**config.mk**
```make
export PLATFORM = sky130hd
export DESIGN_NAME = adc_acq_sequencer
export DESIGN_NICKNAME = d
export VERILOG_FILES = /design/src/rtl/adc_acq_pkg.sv /design/src/rtl/adc_period_timer.sv /design/src/rtl/adc_acq_sequencer.sv
export SDC_FILE = /design/constraint.sdc
export NUM_CORES = 1
export LEC_CHECK = 0
export CAP_MARGIN = 0
export CELL_PAD_IN_SITES_DETAIL_PLACEMENT = 0
export CELL_PAD_IN_SITES_GLOBAL_PLACEMENT = 1
export CORE_ASPECT_RATIO = 1.2
export CORE_MARGIN = 2
export CORE_UTILIZATION = 41
export CTS_CLUSTER_DIAMETER = 200
export DETAILED_ROUTE_END_ITERATION = 7
export GPL_ROUTABILITY_DRIVEN = 0
export PLACE_DENSITY_LB_ADDON = 0.1
export SLEW_MARGIN = 30
export SYNTH_ARGS = -nofsm -noshare
export SYNTH_HDL_FRONTEND = slang
export SYNTH_SLANG_ARGS = --single-unit
```
**constraint.sdc**
```tcl
create_clock -name clk -period 7.7 [get_ports clk]
set_clock_uncertainty 0.2 [all_clocks]
set_input_delay 1.925 -clock clk [delete_from_list [all_inputs] [get_ports clk]]
set_output_delay 1.925 -clock clk [all_outputs]
set_load 0.02 [all_outputs]
```
**src/rtl/adc_acq_pkg.sv**
```systemverilog
// Shared types and defaults for the ADC acquisition sequencer.
package adc_acq_pkg;

  localparam int unsigned DATA_W_DEF    = 16;
  localparam int unsigned CNV_HIGH_DEF  = 4;
  localparam int unsigned CONV_WAIT_DEF = 8;
  localparam int unsigned CLK_DIV_DEF   = 2;
  localparam int unsigned PERIOD_W_DEF  = 16;

  typedef enum logic [2:0] {
    IDLE,
    CNV_HI,
    WAIT,
    SHIFT,
    DONE
  } acq_state_t;

  function automatic int unsigned acq_len(input int unsigned cnv_high,
                                          input int unsigned conv_wait,
                                          input int unsigned clk_div,
                                          input int unsigned data_w);
    return cnv_high + conv_wait + 2 * clk_div * data_w + 1;
  endfunction

  // Cycles from the cnv rising edge to sample_valid rising with default parameters.
  localparam int unsigned ACQ_LEN = acq_len(CNV_HIGH_DEF, CONV_WAIT_DEF, CLK_DIV_DEF, DATA_W_DEF);

  // Bits needed for a counter running 0..n-1.
  function automatic int unsigned cnt_width(input int unsigned n);
    return (n < 2) ? 1 : $clog2(n);
  endfunction

  function automatic int unsigned max3(input int unsigned a,
                                       input int unsigned b,
                                       input int unsigned c);
    int unsigned m;
    m = (a > b) ? a : b;
    return (m > c) ? m : c;
  endfunction

endpackage

```
**src/rtl/adc_period_timer.sv**
```systemverilog
// Enable-gated acquisition period counter; tick is high while the count is 0.
module adc_period_timer
  import adc_acq_pkg::*;
#(
  parameter int unsigned PERIOD_W = PERIOD_W_DEF
) (
  input  logic                clk,
  input  logic                reset,
  input  logic                enable,
  input  logic [PERIOD_W-1:0] period,
  output logic                tick
);

  logic [PERIOD_W-1:0] cnt;
  logic [PERIOD_W-1:0] per_q;

  assign tick = enable && (cnt == '0);

  // period is latched at the wrap so a mid-period change takes effect next period.
  always_ff @(posedge clk or negedge reset) begin
    if (!reset) begin
      cnt   <= '0;
      per_q <= '0;
    end else if (!enable) begin
      cnt <= '0;
    end else if (cnt == '0) begin
      per_q <= period;
      cnt   <= (period > PERIOD_W'(1)) ? PERIOD_W'(1) : '0;
    end else if (cnt >= per_q - PERIOD_W'(1)) begin
      cnt <= '0;
    end else begin
      cnt <= cnt + PERIOD_W'(1);
    end
  end

endmodule

```
**src/rtl/adc_acq_sequencer.sv**
```systemverilog
// Periodic serial SAR ADC acquisition: CNV pulse, conversion wait, adcclk burst, sample port.
// Define ADC_ACQ_TESTPAT_EN to publish an incrementing counter instead of the sdo word.
module adc_acq_sequencer
  import adc_acq_pkg::*;
#(
  parameter int unsigned DATA_W    = DATA_W_DEF,
  parameter int unsigned CNV_HIGH  = CNV_HIGH_DEF,
  parameter int unsigned CONV_WAIT = CONV_WAIT_DEF,
  parameter int unsigned CLK_DIV   = CLK_DIV_DEF,
  parameter int unsigned PERIOD_W  = PERIOD_W_DEF
) (
  input  logic                clk,
  input  logic                reset,
  input  logic                enable,
  input  logic [PERIOD_W-1:0] period,
  input  logic                sdo,
  output logic                cnv,
  output logic                adcclk,
  output logic [DATA_W-1:0]   sample_data,
  output logic                sample_valid,
  input  logic                sample_ready,
  output logic                busy,
  output logic                overrun,
  output logic                period_err
);

  localparam int unsigned TW = cnt_width(max3(CNV_HIGH, CONV_WAIT, 2 * CLK_DIV));
  localparam int unsigned BW = cnt_width(DATA_W);

  localparam logic [TW-1:0] CNV_LAST  = TW'(CNV_HIGH - 1);
  localparam logic [TW-1:0] WAIT_LAST = TW'(CONV_WAIT - 1);
  localparam logic [TW-1:0] PH_LAST   = TW'(2 * CLK_DIV - 1);
  localparam logic [TW-1:0] PH_RISE   = TW'(CLK_DIV - 1);
  localparam logic [BW-1:0] BIT_LAST  = BW'(DATA_W - 1);

  acq_state_t        state;
  logic [TW-1:0]     tmr;
  logic [BW-1:0]     bitcnt;
  logic              tick;

`ifdef ADC_ACQ_TESTPAT_EN
  logic [DATA_W-1:0] tp_cnt;
  logic              unused_sdo;
  assign unused_sdo = sdo;
`else
  logic [DATA_W-1:0] shreg;
`endif

  adc_period_timer #(
    .PERIOD_W(PERIOD_W)
  ) u_timer (
    .clk    (clk),
    .reset  (reset),
    .enable (enable),
    .period (period),
    .tick   (tick)
  );

  always_ff @(posedge clk or negedge reset) begin
    if (!reset) begin
      state        <= IDLE;
      tmr          <= '0;
      bitcnt       <= '0;
      cnv          <= 1'b0;
      adcclk       <= 1'b0;
      busy         <= 1'b0;
      sample_data  <= '0;
      sample_valid <= 1'b0;
      overrun      <= 1'b0;
      period_err   <= 1'b0;
`ifdef ADC_ACQ_TESTPAT_EN
      tp_cnt       <= '0;
`else
      shreg        <= '0;
`endif
    end else begin
      if (sample_valid && sample_ready)
        sample_valid <= 1'b0;
      if (tick && (state != IDLE))
        period_err <= 1'b1;

      case (state)
        IDLE: begin
          if (tick) begin
            state <= CNV_HI;
            cnv   <= 1'b1;
            busy  <= 1'b1;
            tmr   <= '0;
          end
        end
        CNV_HI: begin
          if (tmr == CNV_LAST) begin
            state <= WAIT;
            cnv   <= 1'b0;
            tmr   <= '0;
          end else begin
            tmr <= tmr + TW'(1);
          end
        end
        WAIT: begin
          if (tmr == WAIT_LAST) begin
            state  <= SHIFT;
            tmr    <= '0;
            bitcnt <= '0;
          end else begin
            tmr <= tmr + TW'(1);
          end
        end
        SHIFT: begin
          // tmr walks one adcclk period: CLK_DIV cycles low, then CLK_DIV high.
          if (tmr == PH_LAST) begin
            tmr    <= '0;
            adcclk <= 1'b0;
            if (bitcnt == BIT_LAST)
              state <= DONE;
            else
              bitcnt <= bitcnt + BW'(1);
          end else begin
            tmr <= tmr + TW'(1);
            if (tmr == PH_RISE) begin
              adcclk <= 1'b1;
`ifndef ADC_ACQ_TESTPAT_EN
              shreg  <= {shreg[DATA_W-2:0], sdo};
`endif
            end
          end
        end
        DONE: begin
`ifdef ADC_ACQ_TESTPAT_EN
          sample_data <= tp_cnt;
          tp_cnt      <= tp_cnt + DATA_W'(1);
`else
          sample_data <= shreg;
`endif
          sample_valid <= 1'b1;
          if (sample_valid && !sample_ready)
            overrun <= 1'b1;
          state <= IDLE;
          busy  <= 1'b0;
        end
        default: begin
          state  <= IDLE;
          cnv    <= 1'b0;
          adcclk <= 1'b0;
          busy   <= 1'b0;
        end
      endcase

      if (!enable) begin
        overrun    <= 1'b0;
        period_err <= 1'b0;
      end
    end
  end

endmodule

```
==> metrics <==
die area between 10000 and 15000 um^2; Num CTS Buffers 9; dpl hpwl between 6000 and 7000 um; CP startpoint kind register; TritonCTS clock tree built; Final setup viols 0; Routed Antenna Nets 0; Setup CP Type reg -> reg; CP Max Fanout 16; initial core utilization a little over two fifths; vias in the first global route ~3000; FF-to-FF setup slack 3840 ps; layout cell share with drive strength beyond 1 approximately an eighth; crit share post-route between 50% and 60%; RSZ-0062 raised after global routing no; largest cells by area after synthesis dfrtp_1 49%, mux2_2 8.9%, ha_1 7.7%; launch point of the worst path u_timer.per_q[4]; drt first pass iters 4; num rows 39; Antenna diodes 0; area added between synthesis and finish 20.4%; FF-to-FF End u_timer.cnt[0]; IO Pins 43; WL/cell between 15 and 20 um; Lkg Pwr between 2 and 2.5 nW; GRT overflow 0; Setup TNS Final 0 ps; Setup crit end u_timer.cnt[0]; Final Max Tran Viols 0; post-synth top area share between 40% and 50%; EDFF count, synth 0; gr usage total ~18%; Worst Path Required approximately 7700 ps; Worst Setup End Kind register; Least-Margin Pin Slew approximately 840 ps; setup bufs post-CTS 0; Distinct cells, synth 45; asr flop ratio synth 100%; core area roughly 9600 um^2; Final min period 3860 ps; syn nets 440; Post-synth top cells 80 x dfrtp_1, 69 x nand2_1, 32 x mux2_2, 29 x nor2_1, 25 x ha_1; CTS clk-pin slew, worst paths 70 ps; r2r worst-path depth 11; sequential area share after synthesis between 40% and 50%; Worst slew margin 44.0%; Die Ht approximately 110 um; VDD IR max ~0.15 mV; average size of a mapped cell just over 10 um^2; Worst EP arrival ~3900 ps; drt initial violations between 70 and 80; placed insts 547; fmax between 200 and 300 MHz; Max Buffers Root-to-Sink 2; fin util a little over 50%; Nets approximately 480; Yosys reg bits 80; first-pass GRT wire length about 15000 um; final std cells w/o fill between 500 and 600; drt drc 0; Root Buffer Master clkbuf_16; Hold Buf Count CTS 0; P per Cell Area 317 nW/um^2; outcome complete, no violations; Via density 5.19; via count around 3000; Port Buf Inserts 42; largest area contributor in the netlist dfrtp_1; largest net degree at the start of global routing between 80 and 90; routed wire length roughly 8700 um; die width roughly 95 um; CTS H-tree depth 3; min-delay worst type reg -> reg; Clock Latency Late Sink around 340 ps; synthesized area approximately 4100 um^2; initial antenna violation count 0; endpoints failing hold 0; cell count after synthesis ~390; post-cts sizing count 0; Max-Cap Viols 0; R2R Path Start u_timer.per_q[4]; ys flop type dfrtp_1; top-count cell post-synth dfrtp_1; CTS Sinks 80; Warnings, synthesis 0
==> kinds of logic after synthesis <==
logic type / share of synthesized area [%]
XOR/XNOR: 6.04
adder cells (fa/ha/maj): 7.70
AO/OA/AOI/OAI: 6.44
flip-flops: 49.3
multiplexers: 8.87
AND/OR/NAND/NOR: 18.9
buffers and inverters: 2.74
==> flip-flops by register name, indices dropped and copies added (netlist names), 3 cells and up <==
register / cells
bitcnt: 4
sample_data: 16
shreg: 16
state: 3
tmr: 3
u_timer.cnt: 16
u_timer.per_q: 16
==> through the flow <==
step / hold slack (ps) / cell area, um^2 / setup WS, ps / total power, mW
6_report: 264 / 4890 / 3840 / 1.55
5_1_grt: 301 / 4890 / 3520 / 1.66
4_1_cts: 270 / 4890 / 3800 / 1.58
3_5_place_dp: 256 / 4580 / 3720 / 1.12
3_3_place_gp: 253 / 4580 / 3710 / 1.11
2_1_floorplan: 233 / 4060 / 4340 / 0.985
==> cell usage in the layout, fill, tap and decap left out, types with 14 or more instances in the layout <==
| master | count |
|---|---|
| clkdlybuf4s50_1 | 41 |
| xor2_1 | 14 |
| nor2_1 | 29 |
| nand2_1 | 69 |
| ha_1 | 25 |
| nand3_1 | 14 |
| mux2_2 | 32 |
| inv_1 | 15 |
| dfrtp_1 | 80 |
| xnor2_1 | 14 |
==> critical path, stage by stage, from the launching register on <==
cell	delay, ps
dfrtp_1	420
nor4_1	360
nand2_1	130
or2_2	330
or4_1	420
xor2_1	160
ha_1	300
nand4_1	70
or2_2	290
a2111oi_1	360
or4_1	540
o21ai_0	140
==> per-layer routing <==
layer / global-route usage (%) / vias to the layer above / part of all wire, %
met4: 6.18 / 0 / 1.7
met1: 22.0 / 1429 / 44
li1: - / 1448 / -
met2: 29.5 / 33 / 51
met3: 4.66 / 13 / 3.3
met5: 0 / - / 0
==> worst min-delay path by stage <==
stage,cells after the start,start,to
finish,2,shreg[15],sample_data[15]
global placement,2,shreg[15],sample_data[15]
CTS,2,shreg[15],sample_data[15]
floorplan,2,shreg[15],sample_data[15]
global route,2,sample_data[14],sample_data[14]
detailed placement,2,shreg[15],sample_data[15]
==> area by class of cell <==
type	count	area [um^2]
fill	912	4670
sequential	80	2000
multi-input combinational	287	1950
timing repair buffer	42	422
clock buffer	9	225
tap	123	154
clock inverter	7	83.8
inverter	15	56.3
==> power by group <==
group	internal [mW]	switching [mW]	leakage, nW
Combinational	0.246	0.229	1.02
Sequential	0.519	0.112	1.03
Clock	0.258	0.188	0.149
Total	1.02	0.528	2.21
Note: power is estimated with default switching activity, not from simulation.
